## src/rtl/exec_pkg.sv

```systemverilog
// Shared types for the execute-stage sequencing controller: FSM states,
// instruction-class priority encoding and CPSR flag bit positions.
package exec_pkg;

    typedef enum logic [1:0] {StIdle, StWb, StMemWait, StFlush} exec_state_e;

    typedef enum logic [2:0] {OpNop, OpAlu, OpCmp, OpJmp, OpProc, OpStr, OpLd} op_class_e;

    localparam int unsigned CpsrN = 3;
    localparam int unsigned CpsrZ = 2;
    localparam int unsigned CpsrC = 1;
    localparam int unsigned CpsrV = 0;

    // Highest-priority class wins when decode asserts several class bits.
    function automatic op_class_e decode_class(input logic ld, input logic str,
                                               input logic proc, input logic jmp,
                                               input logic cmp, input logic alu);
        if (ld)   return OpLd;
        if (str)  return OpStr;
        if (proc) return OpProc;
        if (jmp)  return OpJmp;
        if (cmp)  return OpCmp;
        if (alu)  return OpAlu;
        return OpNop;
    endfunction

endpackage

```

## src/rtl/exec_mem_seq.sv

```systemverilog
// Memory request/acknowledge sequencing for MEM_WAIT, with an optional
// no-ack abort enabled by EXEC_MEM_TIMEOUT_EN.
module exec_mem_seq #(
    parameter int unsigned MEM_TIMEOUT = 15
) (
    input  logic clk,
    input  logic reset,
    input  logic in_wait,
    input  logic mem_ack,
    output logic mem_req,
    output logic ack_seen,
    output logic timeout,
    output logic mem_err
);

    localparam int unsigned CntW = $clog2(MEM_TIMEOUT + 1);
`ifdef EXEC_MEM_TIMEOUT_EN
    localparam bit TimeoutEn = 1'b1;
`else
    localparam bit TimeoutEn = 1'b0;
`endif

    logic [CntW-1:0] cnt_q, cnt_d;
    logic            mem_err_q;

    // Counter sits at zero outside MEM_WAIT, so it is clear on every entry.
    always_comb begin
        mem_req  = in_wait;
        ack_seen = in_wait & mem_ack;
        cnt_d    = in_wait ? cnt_q + CntW'(1) : '0;
        timeout  = TimeoutEn & in_wait & ~mem_ack & (cnt_q == CntW'(MEM_TIMEOUT - 1));
    end

    always_ff @(posedge clk) begin
        if (reset) begin
            cnt_q     <= '0;
            mem_err_q <= 1'b0;
        end else begin
            cnt_q     <= cnt_d;
            mem_err_q <= timeout;
        end
    end

    assign mem_err = mem_err_q;

endmodule

```

## src/rtl/exec_ctrl.sv

```systemverilog
// Execute-stage sequencing controller: owns CPSR flags and schedules writeback,
// PC redirect/flush and memory access per instruction. Optional: EXEC_MEM_TIMEOUT_EN.
module exec_ctrl
    import exec_pkg::*;
#(
    parameter int unsigned DATA_W      = 32,
    parameter int unsigned MEM_TIMEOUT = 15
) (
    input  logic              clk,
    input  logic              reset,
    input  logic              in_valid,
    output logic              in_ready,
    input  logic              is_alu_op,
    input  logic              is_cmp_op,
    input  logic              is_jmp_op,
    input  logic              is_ld_op,
    input  logic              is_str_op,
    input  logic              is_proc_op,
    input  logic [3:0]        rd_num,
    input  logic [DATA_W-1:0] alu_result,
    input  logic [DATA_W-1:0] rd_val,
    input  logic [3:0]        nzcv_in,
    input  logic              taken,
    input  logic [DATA_W-1:0] md32,
    output logic [DATA_W-1:0] cpsr_out,
    output logic              reg_we,
    output logic [3:0]        reg_waddr,
    output logic [DATA_W-1:0] reg_wdata,
    output logic              pc_we,
    output logic [DATA_W-1:0] pc_target,
    output logic              flush,
    output logic              mem_req,
    output logic              mem_we,
    output logic [DATA_W-1:0] mem_addr,
    output logic [DATA_W-1:0] mem_wdata,
    input  logic              mem_ack,
    input  logic [DATA_W-1:0] mem_rdata,
    output logic              mem_err,
    output logic              busy
);

    exec_state_e       state_q, state_d;
    op_class_e         op;
    logic              accept;
    logic              mem_wait, ack_seen, timeout;
    logic [3:0]        nzcv_q, rd_q;
    logic [DATA_W-1:0] addr_q, st_data_q, target_q, wb_data_q;
    logic              is_st_q;

    assign op       = decode_class(is_ld_op, is_str_op, is_proc_op, is_jmp_op, is_cmp_op,
                                   is_alu_op);
    assign in_ready = (state_q == StIdle);
    assign accept   = in_valid & in_ready;
    assign mem_wait = (state_q == StMemWait);

    exec_mem_seq #(
        .MEM_TIMEOUT(MEM_TIMEOUT)
    ) u_mem_seq (
        .clk     (clk),
        .reset   (reset),
        .in_wait (mem_wait),
        .mem_ack (mem_ack),
        .mem_req (mem_req),
        .ack_seen(ack_seen),
        .timeout (timeout),
        .mem_err (mem_err)
    );

    always_comb begin
        state_d = state_q;
        unique case (state_q)
            StIdle: begin
                if (accept) begin
                    unique case (op)
                        OpAlu:       state_d = StWb;
                        OpJmp:       state_d = taken ? StFlush : StIdle;
                        OpProc:      state_d = StFlush;
                        OpLd, OpStr: state_d = StMemWait;
                        default:     state_d = StIdle;
                    endcase
                end
            end
            StWb:    state_d = StIdle;
            StFlush: state_d = StIdle;
            StMemWait: begin
                // A same-cycle ack beats the timeout.
                if (ack_seen)     state_d = is_st_q ? StIdle : StWb;
                else if (timeout) state_d = StIdle;
            end
            default: state_d = StIdle;
        endcase
    end

    always_ff @(posedge clk) begin
        if (reset) begin
            state_q   <= StIdle;
            nzcv_q    <= '0;
            rd_q      <= '0;
            addr_q    <= '0;
            st_data_q <= '0;
            target_q  <= '0;
            wb_data_q <= '0;
            is_st_q   <= 1'b0;
        end else begin
            state_q <= state_d;
            if (accept) begin
                rd_q      <= rd_num;
                addr_q    <= alu_result;
                st_data_q <= rd_val;
                target_q  <= md32;
                wb_data_q <= alu_result;
                is_st_q   <= (op == OpStr);
                if (op == OpCmp) nzcv_q <= nzcv_in;
            end
            if (ack_seen && !is_st_q) wb_data_q <= mem_rdata;
        end
    end

    always_comb begin
        cpsr_out        = '0;
        cpsr_out[CpsrN] = nzcv_q[3];
        cpsr_out[CpsrZ] = nzcv_q[2];
        cpsr_out[CpsrC] = nzcv_q[1];
        cpsr_out[CpsrV] = nzcv_q[0];
    end

    assign reg_we    = (state_q == StWb);
    assign reg_waddr = rd_q;
    assign reg_wdata = wb_data_q;
    assign pc_we     = (state_q == StFlush);
    assign flush     = (state_q == StFlush);
    assign pc_target = target_q;
    assign mem_we    = is_st_q;
    assign mem_addr  = addr_q;
    assign mem_wdata = st_data_q;
    assign busy      = (state_q != StIdle);

endmodule

```

## config.mk

```make
export PLATFORM = sky130hd
export DESIGN_NAME = exec_ctrl
export DESIGN_NICKNAME = d
export VERILOG_FILES = /design/src/rtl/exec_pkg.sv /design/src/rtl/exec_mem_seq.sv /design/src/rtl/exec_ctrl.sv
export SDC_FILE = /design/constraint.sdc
export NUM_CORES = 1
export LEC_CHECK = 0
export CAP_MARGIN = 25
export CORE_AREA = 10 10 137 139
export DETAILED_ROUTE_END_ITERATION = 8
export DIE_AREA = 0 0 147 149
export GPL_TIMING_DRIVEN = 0
export PLACE_DENSITY_LB_ADDON = 0.3
export SYNTH_ARGS = -nofsm -noshare
export SYNTH_HDL_FRONTEND = slang
export SYNTH_SLANG_ARGS = --single-unit
```

## constraint.sdc

```tcl
create_clock -name clk -period 1.4 [get_ports clk]
set_clock_uncertainty 0.05 [all_clocks]
set_input_delay 0.28 -clock clk [delete_from_list [all_inputs] [get_ports clk]]
set_output_delay 0.28 -clock clk [all_outputs]
set_load 0.05 [all_outputs]
```

==> flow_summary.toml, run 1 <==
[sta]
finalSetupViolations = 152
max_freq_ghz = 0.630
drv_slew = 0
min_period_ps = 1590
min_period_over_period = 1.13
worst_slack_ps = -187
max_slew_margin = 0.539
rsz0062_at_grt = "yes"
report.final.hold_viol_count = 0
worstMarginPinSlew_ps = 692

[setup_path]
worst_r2r_endpoint = "mem_wdata[16]"
crit_end = "mem_wdata[16]"
endpoint_kind = "register"
reg2regPathDepth = 6
worstSetupPathType = "in -> reg"
cp-startpoint = "in_valid"
rrSetupSlack_ps = -180
start_kind = "input pin"
worstPathRequired_ps = 1620
worst-path-max-fanout = 8
worstPathArrival_ps = 1810
worstReg2RegStart = "state_q[1]"

[power]
max-vdd-ir-drop_mv = 0.875
p_clk_frac = 0.346
p_leak_nw = 4.34
finalPower_mw = 12.3
switching_power_mw = 4.19
power_frac_seq = 0.361
switching_share = 0.340
internal_power_mw = 8.14
power_density_nw_per_um2 = 1270
combPwrFrac = 0.293

[placed_design]
place_congestion = 0.802
dpl.hpwl_um = 16700
io_buffers = 288
dp.cells = 1191

[cts]
cts_tree = "built"
clockBufferDepth = 2
cts.clk_slew.worst_paths_ps = 60
cts_buffers = 17
cts_sinks = 139
cts_hold_buffers = 0
clk-insertion-delay-late_ps = 410
cts_root_buf = "clkbuf_16"
cts_max_level = 4

[outcome]
status = "finished, violations left"
violations = "setup timing"

[floorplanning]
io_pins = 319
start_util = 0.329
fp.dieW_um = 147
dieHeight_um = 149
fp-row-count = 47
die-area_um2 = 21900
coreArea_um2 = 16200

[flow_run]
max_cap_viol_count = 0

[yosys]
synth_cells = 655
synthFlopType = "dfxtp_1"
seq_area_frac_synth = 0.523
synth_edf_count = 0
ys_types = 30
avgSynthCellArea_um2 = 8.13
ys.warnings.count = 0
synth-async-reset-ratio = 0
syn_area_um2 = 5320
synth-seq-cells = 139

[cells_and_area]
multi_input_area_um2 = 2660
final_common_cell = "nand2_1"
syn2layout_area_growth_pct = 82.6
layout-drive-gt1-share = 0.365
stdcell_count = 1246
final_core_util = 0.601
nFillCells = 1482
regArea_um2 = 2790
final_cell_mix = "170 x nand2_1, 140 x clkdlybuf4s50_1, 136 x dfxtp_1"
fin_nets = 1160
n_antenna_cell = 0

[drt]
drc = 0
drt_iter0_drc = 196
drt_wl_total_um = 23100
antenna_left = 0
via_per_inst = 4.65
vias = 5792
routedWlPerCell_um = 18.5
first_pass_iters = 4

[global_route]
gr-usage-all-layers = 0.189
grt_pass1_wl_um = 32800
grt_max_degree = 17
grt_overflow = 0
first_global_vias = 5672
antenna_found_initial = 0

[min_path]
min_path_type = "in -> reg"
-- flip-flops by register name (all words and copies together) (netlist names) --
register	flops
reg_wdata	32
nzcv_q	4
mem_we	1
mem_wdata	32
reg_waddr	4
pc_target	32
state_q	2
mem_addr	32
-- timing repair --
action | in CTS | in global routing
buffers inserted | 8 | 6
cloned | 6 | 7
endpoints found under the setup margin | 281 | 155
pin swaps | 4 | 72
resized for setup | 776 | 190
-- layout make-up --
type / count / area share
sequential: 139 / 0.287
timing repair buffer: 313 / 0.282
multi-input combinational: 461 / 0.273
buffer: 77 / 0.0704
clock buffer: 20 / 0.0470
tap: 220 / 0.0283
clock inverter: 12 / 0.0100
inverter: 4 / 0.00193
-- routing by layer --
| layer | part of all wire | global-route usage |
|---|---|---|
| met1 | 0.39 | 0.206 |
| met2 | 0.51 | 0.337 |
| met3 | 0.082 | 0.0737 |
| met4 | 0.017 | 0.0510 |
| met5 | 0 | 0 |
-- power by group through the flow --
stage	clock network (mW)	logic (mW)	registers, mW
after global routing	4.52	3.80	4.49
after detailed placement	0	3.29	4.49
after global placement	0	3.28	4.48
after floorplan	0	0.987	5.48
after CTS	4.33	3.31	4.40
final	4.26	3.62	4.45
-- worst min-delay path by stage --
stage	start	end	slack [ps]	cells past startpoint
6_report	is_str_op	mem_we	200	3
5_1_grt	is_str_op	mem_we	220	3
4_1_cts	reset	mem_addr[10]	300	2
3_5_place_dp	pc_target[19]	pc_target[19]	400	2
3_3_place_gp	mem_wdata[23]	mem_wdata[23]	390	2
2_1_floorplan	rd_val[0]	mem_wdata[0]	370	2
-- worst max-delay path, stage by stage --
cell and delay [ps]:
clkdlybuf4s50_1 510, or3b_4 460, buf_12 190, buf_12 130, buf_16 130, nand2_1 60, a21oi_1 50
-- per-stage QoR --
stage	hold WS [ps]	instance area [um^2]	setup TNS, ps	setup slack, ps
floorplan	366	5510	-687	-41.3
detailed placement	396	8670	-89200	-673
global route	223	9720	-18300	-226
finish	204	9720	-12170	-187
global placement	391	8670	-87990	-668
CTS	296	8980	-20250	-237
-- cells in the mapped netlist, types with 2 or more instances --
cell      number  area (um^2)
a21oi_1      106          531
a311oi_1      31          272
buf_2         23          115
buf_4         34          255
buf_6          4         45.0
clkbuf_1      18         67.6
dfxtp_1      139         2780
inv_1          4         15.0
nand2_1      233          875
nand3b_1       2         15.0
nand4_1        4         25.0
nor2_1        34          128
nor2b_1        3         18.8
o31ai_1        4         30.0
-- kinds of logic (layout without fill, tap and decap cells) --
logic type | after synthesis | in the layout | share of synthesized area
simple gates | 284 | 284 | 0.214
compound gates | 148 | 148 | 0.169
flops | 139 | 139 | 0.523
buf+inv | 83 | 426 | 0.0936
other cells | 1 | 29 | 0.000705
No activity file was read; power rests on OpenSTA's default activity.
==> inputs of run 2 (changes only) <==
- CORE_AREA: 10 10 137 139 -> 10 10 130 132
- DIE_AREA: 0 0 147 149 -> 0 0 140 142
- clock period: 1.4 -> 1.6 ns (I/O delays scaled with it)
==> run 2 against run 1 <==
  * The run still ends with setup timing left
  * Register-to-register slack improved by 230 ps
  * Non-clock buffer count down 20
  * Critical endpoint is now in_ready
  * Design area down 2.4%
  * Global-route usage rose by 0.96 points
  * Sequential power fell by 13%
  * Worst setup slack improved by 130 ps
  * First-iteration DRC count fell by 1.5%
  * Via count shrank 2.2%
  * Critical path depth decreased by 3
  * Sequential share of layout area grew 0.66 points
  * Largest power group is now the clock network
  * Worst hold slack improved by 160 ps
==> flow_summary.toml, run 2 (synthesis gave the netlist of run 1 again) <==
[cells_and_area]
final_cell_mix = "232 x nand2_1, 145 x clkdlybuf4s50_1, 137 x dfxtp_1"
syn2layout_area_growth_pct = 78.2
fin_nets = 1140
layout-drive-gt1-share = 0.259
n_antenna_cell = 0
final_common_cell = "nand2_1"
nFillCells = 1210
final_core_util = 0.663

[drt]
drt_iter0_drc = 193
drc = 0
routedWlPerCell_um = 17.7
first_pass_iters = 4
drt_wl_total_um = 21100
vias = 5667
via_per_inst = 4.77
antenna_left = 0

[cts]
cts_root_buf = "clkbuf_16"
cts.clk_slew.worst_paths_ps = 60
cts_buffers = 17
cts_tree = "built"
clk-insertion-delay-late_ps = 410
cts_hold_buffers = 0
clockBufferDepth = 2
cts_max_level = 4
cts_sinks = 139

[power]
max-vdd-ir-drop_mv = 0.602
power_density_nw_per_um2 = 1120
p_leak_nw = 3.68
finalPower_mw = 10.6

[setup_path]
rrSetupSlack_ps = 50
worst-path-max-fanout = 5
worstPathRequired_ps = 1230
worstReg2RegStart = "state_q[1]"
worstSetupPathType = "reg -> out"
start_kind = "register"
max_stage_delay_ps = 320
crit_chain = "buf_6, or2_4, inv_2, buf_8"
cp_slowest_cell = "dfxtp_2"
worst_r2r_endpoint = "mem_addr[25]"
worstPathArrival_ps = 1290
endpoint_kind = "output port"
reg2regPathDepth = 6

[placed_design]
place_congestion = 0.815
dpl.hpwl_um = 16100
io_buffers = 288

[floorplanning]
die-area_um2 = 19900
io_pins = 319
fp-row-count = 44
start_util = 0.372
coreArea_um2 = 14300
fp.dieW_um = 140
dieHeight_um = 142

[sta]
min_period_over_period = 1.04
max_freq_ghz = 0.602
min_period_ps = 1660
rsz0062_at_grt = "yes"
finalSetupViolations = 3
max_slew_margin = 0.524
fin_tns_setup_ps = -90.9
worst_slack_ps = -60.2
drv_slew = 0
report.final.hold_viol_count = 0
holdWs_ps = 363
worstMarginPinSlew_ps = 713

[global_route]
grt_overflow = 0
first_global_vias = 5771
gr-usage-all-layers = 0.199
antenna_found_initial = 0
grt_max_degree = 17
grt_pass1_wl_um = 31500

[outcome]
violations = "setup timing"
status = "finished, violations left"

[min_path]
min_path_type = "in -> reg"
min_path_cells = 2
hold_path_end = "mem_addr[10]"
hp-start = "reset"

[flow_run]
max_cap_viol_count = 0
-- run 2: cell types whose count changed in the layout (fill, tap and decap cells not counted), moves of 27 or more --
cell / delta
buf_2: -107
clkdlybuf4s15_2: +136
nand2_1: +62
nand2_2: -34
nand2_4: -27
-- run 2: worst max-delay path by stage --
stage / startpoint / endpoint / slack (ps) / cells past startpoint
floorplan: state_q[0] / pc_we / 20 / 2
global placement: in_valid / pc_target[17] / -420 / 6
detailed placement: in_valid / mem_wdata[18] / -450 / 6
CTS: state_q[1] / in_ready / -80 / 4
global route: state_q[1] / in_ready / -100 / 4
finish: state_q[1] / in_ready / -60 / 4
-- run 2: layout make-up --
type                    count  area, um^2  area share
clock inverters            12         149      0.0157
plain buffers              77         547      0.0576
well taps                 184         230      0.0243
clock buffers              19         433      0.0456
flip-flops and latches    139        2790       0.294
multi-input cells         461        2220       0.234
inverters                   4        15.0     0.00158
repair buffers            293        3110       0.327
-- run 2: worst max-delay path: cells and delay by family (launching register included) --
family | cells | cell delay (ps)
flip-flops | 1 | 320
buffers and inverters | 3 | 310
AND/OR/NAND/NOR | 1 | 240
-- run 2: timing repair --
item	CTS	global route
setup buffers	4	0
gates cloned	0	1
pin swaps	1	1
resized for setup	471	43
endpoints found under the setup margin	228	136
-- run 2: report_power, final --
part	switching (mW)	total [mW]	internal, mW
Combinational	1.82	2.85	1.03
Clock	1.49	3.92	2.43
Sequential	0.128	3.85	3.72
-- run 2: through the flow --
step           worst slack (ps)  cell area [um^2]  std cells
2_1_floorplan              19.6              5430        683
3_3_place_gp               -424              8540       1155
3_5_place_dp               -454              8540       1155
4_1_cts                   -81.4              9380       1190
5_1_grt                    -104              9490       1189
6_report                  -60.2              9490       1189
-- run 2: per-layer routing --
metal | vias up | global-route usage | wire (um)
met2 | 241 | 0.346 | 10500
met4 | 0 | 0.0685 | 473
met3 | 30 | 0.0864 | 1970
li1 | 2810 | - | -
met1 | 2586 | 0.211 | 8120
met5 | - | 0 | 0
